`src/rtl/uart_rx.sv`:
```
// uart_rx: 8N1 UART receiver, LSB first, with an optional parity bit.
// Turns the asynchronous serial line into 8-bit bytes plus one-cycle strobes
// for good data, framing errors and parity errors. There is no backpressure.
//
// Build option: define UART_RX_PARITY_EN to insert a parity bit between the
// last data bit and the stop bit. The PARITY_ODD parameter selects its sense.
// Without the macro the frame is 10 bits and parity_err is tied low.

module uart_rx #(
    parameter int CLKS_PER_BIT = 16,  // clock cycles per bit; even and >= 4
    parameter int PARITY_ODD   = 0    // 0 = even parity, 1 = odd parity
) (
    input  logic       clk,
    input  logic       reset,       // asynchronous, active low
    input  logic       rx,
    output logic [7:0] data_out,
    output logic       data_valid,
    output logic       frame_err,
    output logic       parity_err,
    output logic       busy
);

    localparam int CNT_W = $clog2(CLKS_PER_BIT);

    // Start bit is checked at its middle; every later bit one full period on.
    localparam logic [CNT_W-1:0] HALF_LAST = CNT_W'(CLKS_PER_BIT / 2 - 1);
    localparam logic [CNT_W-1:0] BIT_LAST  = CNT_W'(CLKS_PER_BIT - 1);

    // Reject configurations the sampling scheme cannot support.
    if ((CLKS_PER_BIT < 4) || ((CLKS_PER_BIT % 2) != 0)) begin : g_bad_clks
        $error("uart_rx: CLKS_PER_BIT must be even and >= 4");
    end
    if ((PARITY_ODD != 0) && (PARITY_ODD != 1)) begin : g_bad_parity
        $error("uart_rx: PARITY_ODD must be 0 or 1");
    end

    typedef enum logic [2:0] {
        IDLE,
        START,
        DATA,
        PARITY,
        STOP,
        BREAK
    } state_e;

    state_e           state_q;
    logic             rx_meta_q;
    logic             rx_s_q;
    logic [CNT_W-1:0] cnt_q;
    logic [2:0]       bit_cnt_q;
    logic [7:0]       shift_q;
    logic [7:0]       data_out_q;
    logic             data_valid_q;
    logic             frame_err_q;
    logic             busy_q;

`ifdef UART_RX_PARITY_EN
    logic             par_err_q;     // parity mismatch seen in this frame
    logic             parity_err_q;
    logic             par_expected;

    // Parity bit the transmitter should have sent for the byte just shifted in.
    always_comb begin
        par_expected = (PARITY_ODD != 0) ? ~^shift_q : ^shift_q;
    end
`endif

    // Two-flop synchroniser; the line idles high so both flops reset to 1.
    always_ff @(posedge clk or negedge reset) begin
        if (!reset) begin
            rx_meta_q <= 1'b1;
            rx_s_q    <= 1'b1;
        end else begin
            // NOTE: non-blocking assignments make rx_s_q take the old rx_meta_q,
            // giving two real flop stages; blocking here would collapse them.
            rx_meta_q <= rx;
            rx_s_q    <= rx_meta_q;
        end
    end

    // Receive FSM with its counters, shift register and registered outputs.
    always_ff @(posedge clk or negedge reset) begin
        if (!reset) begin
            state_q      <= IDLE;
            cnt_q        <= '0;
            bit_cnt_q    <= '0;
            // NOTE: the shift register is reset too, so a frame cut short by
            // reset can never leak stale bits into data_out.
            shift_q      <= '0;
            data_out_q   <= 8'h00;
            data_valid_q <= 1'b0;
            frame_err_q  <= 1'b0;
            busy_q       <= 1'b0;
`ifdef UART_RX_PARITY_EN
            par_err_q    <= 1'b0;
            parity_err_q <= 1'b0;
`endif
        end else begin
            // NOTE: strobes default low every cycle and are only set on the
            // transition out of STOP, so each lasts exactly one clock.
            data_valid_q <= 1'b0;
            frame_err_q  <= 1'b0;
`ifdef UART_RX_PARITY_EN
            parity_err_q <= 1'b0;
`endif
            case (state_q)
                IDLE: begin
                    cnt_q     <= '0;
                    bit_cnt_q <= '0;
`ifdef UART_RX_PARITY_EN
                    par_err_q <= 1'b0;
`endif
                    if (!rx_s_q) begin
                        state_q <= START;
                        busy_q  <= 1'b1;
                    end
                end

                START: begin
                    if (cnt_q == HALF_LAST) begin
                        cnt_q <= '0;
                        if (!rx_s_q) begin
                            state_q <= DATA;
                        end else begin
                            // Line went back high mid start bit: a glitch.
                            state_q <= IDLE;
                            busy_q  <= 1'b0;
                        end
                    end else begin
                        cnt_q <= cnt_q + 1'b1;
                    end
                end

                DATA: begin
                    if (cnt_q == BIT_LAST) begin
                        cnt_q     <= '0;
                        shift_q   <= {rx_s_q, shift_q[7:1]};
                        bit_cnt_q <= bit_cnt_q + 1'b1;
                        if (bit_cnt_q == 3'd7) begin
`ifdef UART_RX_PARITY_EN
                            state_q <= PARITY;
`else
                            state_q <= STOP;
`endif
                        end
                    end else begin
                        cnt_q <= cnt_q + 1'b1;
                    end
                end

`ifdef UART_RX_PARITY_EN
                PARITY: begin
                    if (cnt_q == BIT_LAST) begin
                        cnt_q     <= '0;
                        par_err_q <= (rx_s_q != par_expected);
                        state_q   <= STOP;
                    end else begin
                        cnt_q <= cnt_q + 1'b1;
                    end
                end
`endif

                STOP: begin
                    if (cnt_q == BIT_LAST) begin
                        cnt_q <= '0;
                        if (rx_s_q) begin
                            state_q <= IDLE;
                            busy_q  <= 1'b0;
`ifdef UART_RX_PARITY_EN
                            if (par_err_q) begin
                                parity_err_q <= 1'b1;
                            end else begin
                                data_out_q   <= shift_q;
                                data_valid_q <= 1'b1;
                            end
`else
                            data_out_q   <= shift_q;
                            data_valid_q <= 1'b1;
`endif
                        end else begin
                            // Stop bit low: framing error, wait out the break.
                            frame_err_q <= 1'b1;
`ifdef UART_RX_PARITY_EN
                            parity_err_q <= par_err_q;
`endif
                            state_q <= BREAK;
                        end
                    end else begin
                        cnt_q <= cnt_q + 1'b1;
                    end
                end

                BREAK: begin
                    cnt_q <= '0;
                    if (rx_s_q) begin
                        state_q <= IDLE;
                        busy_q  <= 1'b0;
                    end
                end

                default: begin
                    state_q <= IDLE;
                    cnt_q   <= '0;
                    busy_q  <= 1'b0;
                end
            endcase
        end
    end

    assign data_out   = data_out_q;
    assign data_valid = data_valid_q;
    assign frame_err  = frame_err_q;
    assign busy       = busy_q;
`ifdef UART_RX_PARITY_EN
    assign parity_err = parity_err_q;
`else
    assign parity_err = 1'b0;
`endif

endmodule

```
`config.mk`:
```
export PLATFORM = sky130hd
export DESIGN_NAME = uart_rx
export DESIGN_NICKNAME = d
export VERILOG_FILES = /design/src/rtl/uart_rx.sv
export SDC_FILE = /design/constraint.sdc
export NUM_CORES = 1
export LEC_CHECK = 0
export CORE_MARGIN = 3
export CORE_UTILIZATION = 59
export DETAILED_ROUTE_END_ITERATION = 7
export PLACE_DENSITY = 0.83
export SLEW_MARGIN = 0
export SYNTH_ARGS = -nofsm -noshare
export SYNTH_HDL_FRONTEND = slang
export SYNTH_SLANG_ARGS = --single-unit
```
`constraint.sdc`:
```
create_clock -name clk -period 2.89 [get_ports clk]
set_clock_uncertainty 0.05 [all_clocks]
set_input_delay 0.7225 -clock clk [delete_from_list [all_inputs] [get_ports clk]]
set_output_delay 0.7225 -clock clk [all_outputs]
set_load 0.05 [all_outputs]
```
==> impl_summary.md, run 1 <==
Synthesis
Each instance of the synthesized netlist takes up on average about 13 sq um. In this run, distinct cell masters in the synthesized netlist total 39. The synthesized-area fraction occupied by xor and xnor cells is 1.217%. Synthesis handed over a netlist of between 100 and 150 instances.

After synthesis, the largest family of logic cells by area is multiplexers. The number of synthesized register bits is 31. After synthesis, the share of cell area in mux cells is between 10% and 20%. Yosys printed 0 warnings.

The sequential fraction of the synthesis area is 54.09%. The synthesized netlist devotes between 10% and 20% of its cell area to compound gates. The synthesized netlist devotes 8.696% of its cell area to simple gates.

Summing the areas of all fa, ha and maj instances in the mapped netlist gives 2.609% of the synthesized area. Counting every net in the synthesized netlist gives 115. Summing every instance area after synthesis gives 1439 sq um.

CTS
The count of clock tree sinks is 31. The clock passes through at most 2 buffers. Gates resized during post-CTS repair numbered 0.

The clock latency of the later-clocked register in the worst-skew pair is between 0.3 and 0.4 ns. The total CTS buffers is 5. The master cell of the clock root buffer is sky130_fd_sc_hd__clkbuf_4. The number of H-tree levels is 2. Buffers added to address setup during post-CTS repair amount to 0. TritonCTS built the clock tree. The post-cts hold buffer count is 0. After clock tree synthesis, the clock-pin slew on the worst setup and hold paths is 0.09 ns.

Worst setup path
The largest incremental delay on the critical path is 0.82 ns. The critical path required time is approximately 2.1 ns. The capturing point of the worst reg2reg path is shift_q[7]. The maximum fanout along the worst path is 2. Walking the worst path, the cells encountered are clkdlybuf4s50_1. The startpoint of the worst register-to-register path is state_q[2].

The internal reg-to-reg setup slack is about 0.84 ns. STA classifies the critical path endpoint as a primary output. For the worst flop-to-flop path, the logic depth is 3. Together, buffers and inverters on the worst path number 1.

The arrival time at the worst endpoint is 1.51 ns. Broken down by cell family, the worst path's largest delay share belongs to buffers and inverters. The cell with the largest stage delay on the worst path is sky130_fd_sc_hd__clkdlybuf4s50_1. The start-to-end type of the worst setup path is register to primary output. The kind of start point of the critical path is a register.

Global routing
The initial antenna violation count is 0. The overall routing resource usage is between 15 and 20%. The number of global-route vias before repair is around 900. Entering global routing, the biggest net connects 32 pins. Global routing finished with a remaining overflow of 0. The global-route wire length before repair is 4002 microns.

Cells and area
The top cell types in the final layout, fill and taps aside, are 29 x sky130_fd_sc_hd__dfrtp_1, 13 x sky130_fd_sc_hd__clkdlybuf4s50_1, 10 x sky130_fd_sc_hd__mux2_2. The multi-input combinational cells in the finished layout cover a total of 596.8 sq um. The diode insertion count for antenna repair is 0. Fill cells in the final layout number between 150 and 200. The final layout contains 129 nets. The relative area change from synthesis to final layout is 12.26%. Across the whole layout, storage elements account for 778.2 sq um. Of the cells placed in the final design, the portion with a size suffix greater than 1 is 26.61%. The leading cell type in the layout, fill and taps excluded is sky130_fd_sc_hd__dfrtp_1.

STA
The sum of negative setup slack is 0 ns. The count of final hold-check violations is 0. The final setup slack of the worst path is between 0.6 and 0.7 ns. After layout, the worst path uses 79.06% of the clock period. Setup repair after global routing left no endpoint under its margin. The worst path needs 2.285 ns of the cycle, external delays included. The actual slew at the worst max-slew pin is 0.6076 ns. The fmax is 0.4377 GHz. Setup violations remaining at the end of the flow were counted as 0. The final count of pins violating max slew is 0. The normalized max-slew margin is around 59%.

Min path
The worst hold path passes through 0 cells. The endpoint of the worst hold path is rx_s_q. The worst hold path belongs to the class register to register. The startpoint of the tightest hold check path is rx_meta_q.

Die
The total number of placement rows is 17. The number of top-level pins is 15. The die is ~55 microns tall. The initial cell density of the core is 63.82%. The full die area is 3068 sq um. The core region is 2255 sq um. The die outline width is 55.39 microns.

Job
The tool flagged a number of max-cap violations equal to 0.

Routing
The first routing iteration left 8 violations. The detailed route wirelength on metal2 is 1075 microns. The routed length per instance is 15.27 microns. In the detailed route, the total length drawn on met3 is 106 microns.

The first detailed-routing pass took 4 iterations. The count of antenna-violating nets left after detailed routing is 0. The detailed router put a total of between 1000 and 1500 microns of wire on met1.

The via count normalized by instance count is around 5.7. The number of design rule violations left after detail routing is 0. Across all layers, the routed design uses 868 vias. The total wire length after detailed routing is 2321 microns. The highest metal layer carrying signal wires in the routed design is met4.

Status
The run finished with clean final reports.

Placed design
The post-placement setup slack is around 0.85 ns. The number of input and output port buffers inserted is 13. The placer congestion estimate is 0.8765. The detailed placement HPWL is roughly 1700 microns.

Power and ir drop
The total power divided by cell area is roughly 640 nW/um^2. The total leakage power is 0.8454 nW. The largest vdd supply drop is 0.7116 mV.
[per-layer routing]
layer,track usage (%),vias to the layer above
met5,0,-
met4,9.028,0
met3,7.477,7
met2,25.34,17
met1,20.77,423
li1,-,421
[cell type report]
| type | count | share of cell area [%] |
|---|---|---|
| Multi-Input combinational cell | 67 | 36.95 |
| Clock buffer | 5 | 2.324 |
| Tap cell | 28 | 2.169 |
| Inverter | 4 | 0.9295 |
| Sequential cell | 31 | 48.18 |
| Clock inverter | 3 | 0.9295 |
| Timing Repair Buffer | 14 | 8.521 |
[synthesized netlist by cell type]
cell type / count / area share [%]
sky130_fd_sc_hd__a32o_1: 1 / 0.70
sky130_fd_sc_hd__a211oi_1: 1 / 0.52
sky130_fd_sc_hd__mux2i_1: 3 / 2.1
sky130_fd_sc_hd__buf_2: 3 / 1.0
sky130_fd_sc_hd__nand3_1: 2 / 0.70
sky130_fd_sc_hd__or2_2: 1 / 0.44
sky130_fd_sc_hd__or4_4: 1 / 0.78
sky130_fd_sc_hd__ha_1: 3 / 2.6
sky130_fd_sc_hd__nand2b_4: 1 / 0.96
sky130_fd_sc_hd__dfstp_2: 2 / 3.7
sky130_fd_sc_hd__mux2_2: 10 / 7.8
sky130_fd_sc_hd__and2_1: 1 / 0.44
sky130_fd_sc_hd__a21o_1: 4 / 2.1
sky130_fd_sc_hd__nor2b_1: 3 / 1.3
sky130_fd_sc_hd__nor3_1: 1 / 0.35
sky130_fd_sc_hd__a221oi_1: 1 / 0.61
sky130_fd_sc_hd__buf_4: 1 / 0.52
sky130_fd_sc_hd__buf_6: 2 / 1.6
sky130_fd_sc_hd__a2111oi_0: 1 / 0.61
sky130_fd_sc_hd__nor4_1: 1 / 0.44
sky130_fd_sc_hd__dfrtp_1: 29 / 50
sky130_fd_sc_hd__o21a_1: 1 / 0.52
sky130_fd_sc_hd__o32ai_1: 2 / 1.2
sky130_fd_sc_hd__mux2_4: 8 / 8.3
sky130_fd_sc_hd__xor2_1: 2 / 1.2
sky130_fd_sc_hd__nand4_1: 1 / 0.44
sky130_fd_sc_hd__nor2_1: 3 / 0.78
sky130_fd_sc_hd__or2b_1: 1 / 0.52
sky130_fd_sc_hd__inv_1: 4 / 1.0
sky130_fd_sc_hd__o21ai_0: 1 / 0.35
sky130_fd_sc_hd__o31a_1: 1 / 0.61
sky130_fd_sc_hd__a21oi_1: 4 / 1.4
sky130_fd_sc_hd__nand2b_1: 1 / 0.44
sky130_fd_sc_hd__o221a_2: 1 / 0.78
sky130_fd_sc_hd__and4_1: 1 / 0.61
sky130_fd_sc_hd__clkbuf_1: 1 / 0.26
sky130_fd_sc_hd__a21boi_0: 2 / 1.0
sky130_fd_sc_hd__nand2_1: 2 / 0.52
sky130_fd_sc_hd__conb_1: 1 / 0.26
[worst max-delay path by stage]
stage          depth (start not counted)           to  slack, ns         from
6_report                               1  data_out[3]       0.61  data_out[3]
5_1_grt                                1  data_out[0]       0.53  data_out[0]
4_1_cts                                1  data_out[0]       0.57  data_out[0]
3_5_place_dp                           3   shift_q[7]       0.85   state_q[2]
3_3_place_gp                           4   shift_q[1]       0.93     cnt_q[0]
2_1_floorplan                          5  data_out[0]       1.16     cnt_q[0]
[power by group]
part / internal (mW) / switching (mW)
combinational: 0.112 / 0.132
clock: 0.0902 / 0.142
sequential: 0.478 / 0.0717
total: 0.680 / 0.346
[state kept, by name, summed over array words and instances (netlist names)]
signal      cells
bit_cnt_q       3
data_valid      1
rx_meta_q       1
data_out        8
busy            1
rx_s_q          1
frame_err       1
state_q         3
cnt_q           4
shift_q         8
[through the flow]
step	instances	instance area, sq um	utilization, %	hold WS [ns]	power (mW)
2_1_floorplan	109	1439	-	0.2952	0.7470
3_3_place_gp	144	1563	69.31	0.2972	0.7913
3_5_place_dp	144	1563	69.31	0.2990	0.8018
4_1_cts	152	1615	71.64	0.3130	1.037
5_1_grt	152	1615	71.64	0.3199	1.093
6_report	152	1615	71.64	0.3119	1.026
[worst register-to-register path: cells and delay by family (launching register included)]
| family | cells | cell delay (ns) |
|---|---|---|
| multiplexers | 1 | 0.48 |
| AND/OR/NAND/NOR | 2 | 0.88 |
| flip-flops | 1 | 0.52 |
[kinds of logic after synthesis]
| logic type | after synthesis |
|---|---|
| other cells | 1 |
| buf+inv | 11 |
| compound gates | 20 |
| xor+xnor | 2 |
| fa+ha+maj | 3 |
| simple gates | 20 |
| mux | 21 |
| flops | 31 |
(Power assumes the default switching activity.)
==> inputs of run 2 (changes only) <==
--- a/config.mk
+++ b/config.mk
@@ -6,9 +6,9 @@
 export NUM_CORES = 1
 export LEC_CHECK = 0
 export CORE_MARGIN = 3
-export CORE_UTILIZATION = 59
+export CORE_UTILIZATION = 55
 export DETAILED_ROUTE_END_ITERATION = 7
-export PLACE_DENSITY = 0.83
+export PLACE_DENSITY = 0.78
 export SLEW_MARGIN = 0
 export SYNTH_ARGS = -nofsm -noshare
 export SYNTH_HDL_FRONTEND = slang
==> constraint.sdc (replaced) <==
create_clock -name clk -period 2.29 [get_ports clk]
set_clock_uncertainty 0.05 [all_clocks]
set_input_delay 0.5725 -clock clk [delete_from_list [all_inputs] [get_ports clk]]
set_output_delay 0.5725 -clock clk [all_outputs]
set_load 0.05 [all_outputs]
==> run 2 against run 1 <==
  * Die area increased by 6.5%
  * Combinational power up 42%
  * Critical path depth unchanged
  * First-iteration DRC count rose to 3.1 times the previous value
  * Core utilization fell by 1.1 points
  * Wire length is 0.39% higher
  * Setup slack lost 0.43 ns
  * Global-route usage down 0.75 points
  * Hold slack worse by 0.0025 ns
  * Critical path type unchanged
==> impl_summary.md, run 2 (synthesis results as in run 1) <==
Routing
The DRC marker count from the first detailed-route iteration is 25. After detailed routing, the number of remaining DRC violations is 0. The first detailed-routing pass took 4 iterations. The routed layout has around 870 vias. The count of antenna-violating nets left after detailed routing is 0.

Dividing the detail-routed via count by the number of cells gives 5.662. The routed length per instance is about 15 microns. The total wire length after detailed routing is 2330 microns.

Cells and area
Excluding fillers, the count of instances in the completed layout stands at 154. Leaving out fill and tap cells, the most frequent cell in the layout is sky130_fd_sc_hd__dfrtp_1. The number of antenna diodes in the final layout is 0.

The library cells used most frequently in the layout, excluding fill and tap cells, are 29 x sky130_fd_sc_hd__dfrtp_1, 13 x sky130_fd_sc_hd__clkdlybuf4s50_1, 10 x sky130_fd_sc_hd__mux2_2. Cells with a size suffix above 1 make up 26.98% of the layout. The relative area change from synthesis to final layout is 14.70%.

The final layout net count is around 130. Fill cells in the final layout number 177.

Power and ir drop
Power comes to 1.342 mW. In this run the power density over the cells is ~810 nW/um^2. Net switching is 32.45% of the power. The share of total power dissipated in combinational logic is 25.8%. Of the total power, registers draw 49.9%. The internal power consumption is 906.5 uW. The worst-case IR drop observed on VDD is 0.6838 mV. In this run, the clock network consumes approximately a quarter of the power. The net switching power figure is approximately 440 uW. Summed over all cells, the static leakage comes to 0.8600 nW.

Die
The total number of placement rows is 17. The full die area is 3266 sq um. The area of the core is 2340 sq um. The die outline height is 57.15 microns. Pin placement for this block handled 15 I/O pins. The die outline width is 57.15 microns. For this configuration, the core starts out at a cell density of 61.50%.

Placed design
The placer congestion estimate is 0.8361. The number of input and output port buffers inserted is 13. Detailed placement ended at an HPWL of 1645 microns. The placed cell count is 146.

Worst setup path
STA classifies the critical path endpoint as a primary output. The cell with the largest stage delay on the worst path is sky130_fd_sc_hd__clkdlybuf4s50_1. The internal reg-to-reg setup slack is around 0.46 ns. The launch point of the critical path is data_out[6]. On the worst path, the slowest cell contributes a delay of 0.80 ns. The arrival time at the worst endpoint is 1.50 ns. The capture point of the worst path is data_out[6]. The capturing point of the worst reg2reg path is data_out[0]. The critical path goes through clkdlybuf4s50_1.

The critical path required time is 1.67 ns. STA classifies the critical path startpoint as a register. Together, buffers and inverters on the worst path number 1.

The count of cells along the worst register-to-register path is 4. The worst register-to-register path begins at cnt_q[0]. The worst setup path is of the register to primary output kind.

In this run the worst path has a maximum fanout of 2. Among cell families on the critical path, the largest total delay comes from buffers and inverters. In this run the number of cells on the critical path is 1.

CTS
The longest clock path from root to sink contains 2 buffers. Once the clock tree was built, the setup fixing pass inserted 0 buffers. The clock slew at the register clock pins of the worst setup and hold paths is 0.09 ns. The total CTS buffers is 5. The number of H-tree levels is 2. The number of gates resized after CTS was 0.

The master cell of the clock root buffer is sky130_fd_sc_hd__clkbuf_4. The count of clock tree sinks is 31. Buffers inserted to repair hold after CTS numbered 0.

At the later pin of the worst-skew pair, clock insertion delay measures 0.32 ns. TritonCTS built the clock tree.

STA
The clock period minus final worst setup slack is around 2.1 ns. Setup repair after global routing left no endpoint under its margin. In the finished design, the share of the clock period the worst path needs comes to just over 90%. The final-report setup violation count is 0. The actual slew at the worst max-slew pin is 0.4964 ns. The fmax is 0.4719 GHz.

The final count of pins violating max slew was 0. The count of final hold-check violations was 0. After routing, the total negative slack on setup checks comes to 0 ns. In this run the tightest slew margin relative to its limit is 66.81%.

Job
The count of maximum capacitance violations is 0.

Global routing
The number of global-route vias before repair is 873. The global-route wire length before repair is 3988 microns. The leftover overflow at the end of global routing is 0. Entering global routing, the biggest net connects 32 pins.

In the global route stage, overall resource usage came out at 16.29%. The initial antenna violation count is 0.

Min path
Counting instances, the worst hold path has a depth of 0. The tightest min-delay check is of the register to register type.

Status
The flow ran to the end, and the final reports show no timing, DRC or antenna violations.
[run 2: layout make-up]
type | instances | area, sq um | share of cell area [%]
clock buffers | 7 | 55.05 | 3.336
clock inverters | 1 | 5.005 | 0.3033
inverters | 4 | 15.01 | 0.9098
multi-input cells | 67 | 596.8 | 36.16
flip-flops and latches | 31 | 778.2 | 47.16
well taps | 28 | 35.03 | 2.123
repair buffers | 16 | 165.2 | 10.01
[run 2: power by group through the flow]
stage	Clock [mW]	Sequential, mW	Combinational [mW]
6_report	0.327	0.669	0.346
4_1_cts	0.342	0.667	0.349
5_1_grt	0.368	0.680	0.381
2_1_floorplan	0	0.679	0.264
3_5_place_dp	0	0.678	0.347
3_3_place_gp	0	0.676	0.339
[run 2: per-stage QoR]
step,hold slack (ns),utilization [%],setup slack [ns],cell area [sq um]
finish,0.3094,70.53,0.1708,1650
detailed placement,0.2968,67.97,0.4714,1590
global placement,0.2955,67.97,0.5152,1590
floorplan,0.2269,-,0.5608,1439
global route,0.3219,70.53,0.1111,1650
CTS,0.3106,70.53,0.1483,1650
[run 2: worst min path at each step]
stage | slack (ns) | startpoint | to
2_1_floorplan | 0.23 | reset | bit_cnt_q[0]
3_3_place_gp | 0.30 | rx_meta_q | rx_s_q
3_5_place_dp | 0.30 | rx_meta_q | rx_s_q
4_1_cts | 0.31 | rx_meta_q | rx_s_q
5_1_grt | 0.32 | rx_meta_q | rx_s_q
6_report | 0.31 | rx_meta_q | rx_s_q
[run 2: routing by layer]
layer | vias to the layer above | GRT usage (%) | routed length (microns) | share of wire [%]
met5 | - | 0 | 0 | 0
met1 | 436 | 20.00 | 1043 | 45
li1 | 415 | - | - | -
met2 | 17 | 26.10 | 1157 | 50
met3 | 4 | 5.204 | 100 | 4.3
met4 | 0 | 7.616 | 29 | 1.2
==> inputs of run 3 (changes only) <==
--- a/config.mk
+++ b/config.mk
@@ -8,6 +8,7 @@
 export CORE_MARGIN = 3
 export CORE_UTILIZATION = 55
 export DETAILED_ROUTE_END_ITERATION = 7
+export HOLD_SLACK_MARGIN = 0.03
 export PLACE_DENSITY = 0.78
 export SLEW_MARGIN = 0
 export SYNTH_ARGS = -nofsm -noshare
==> results of run 3 <==
Same layout as run 2: the final DEF is identical, and so are final timing and power.
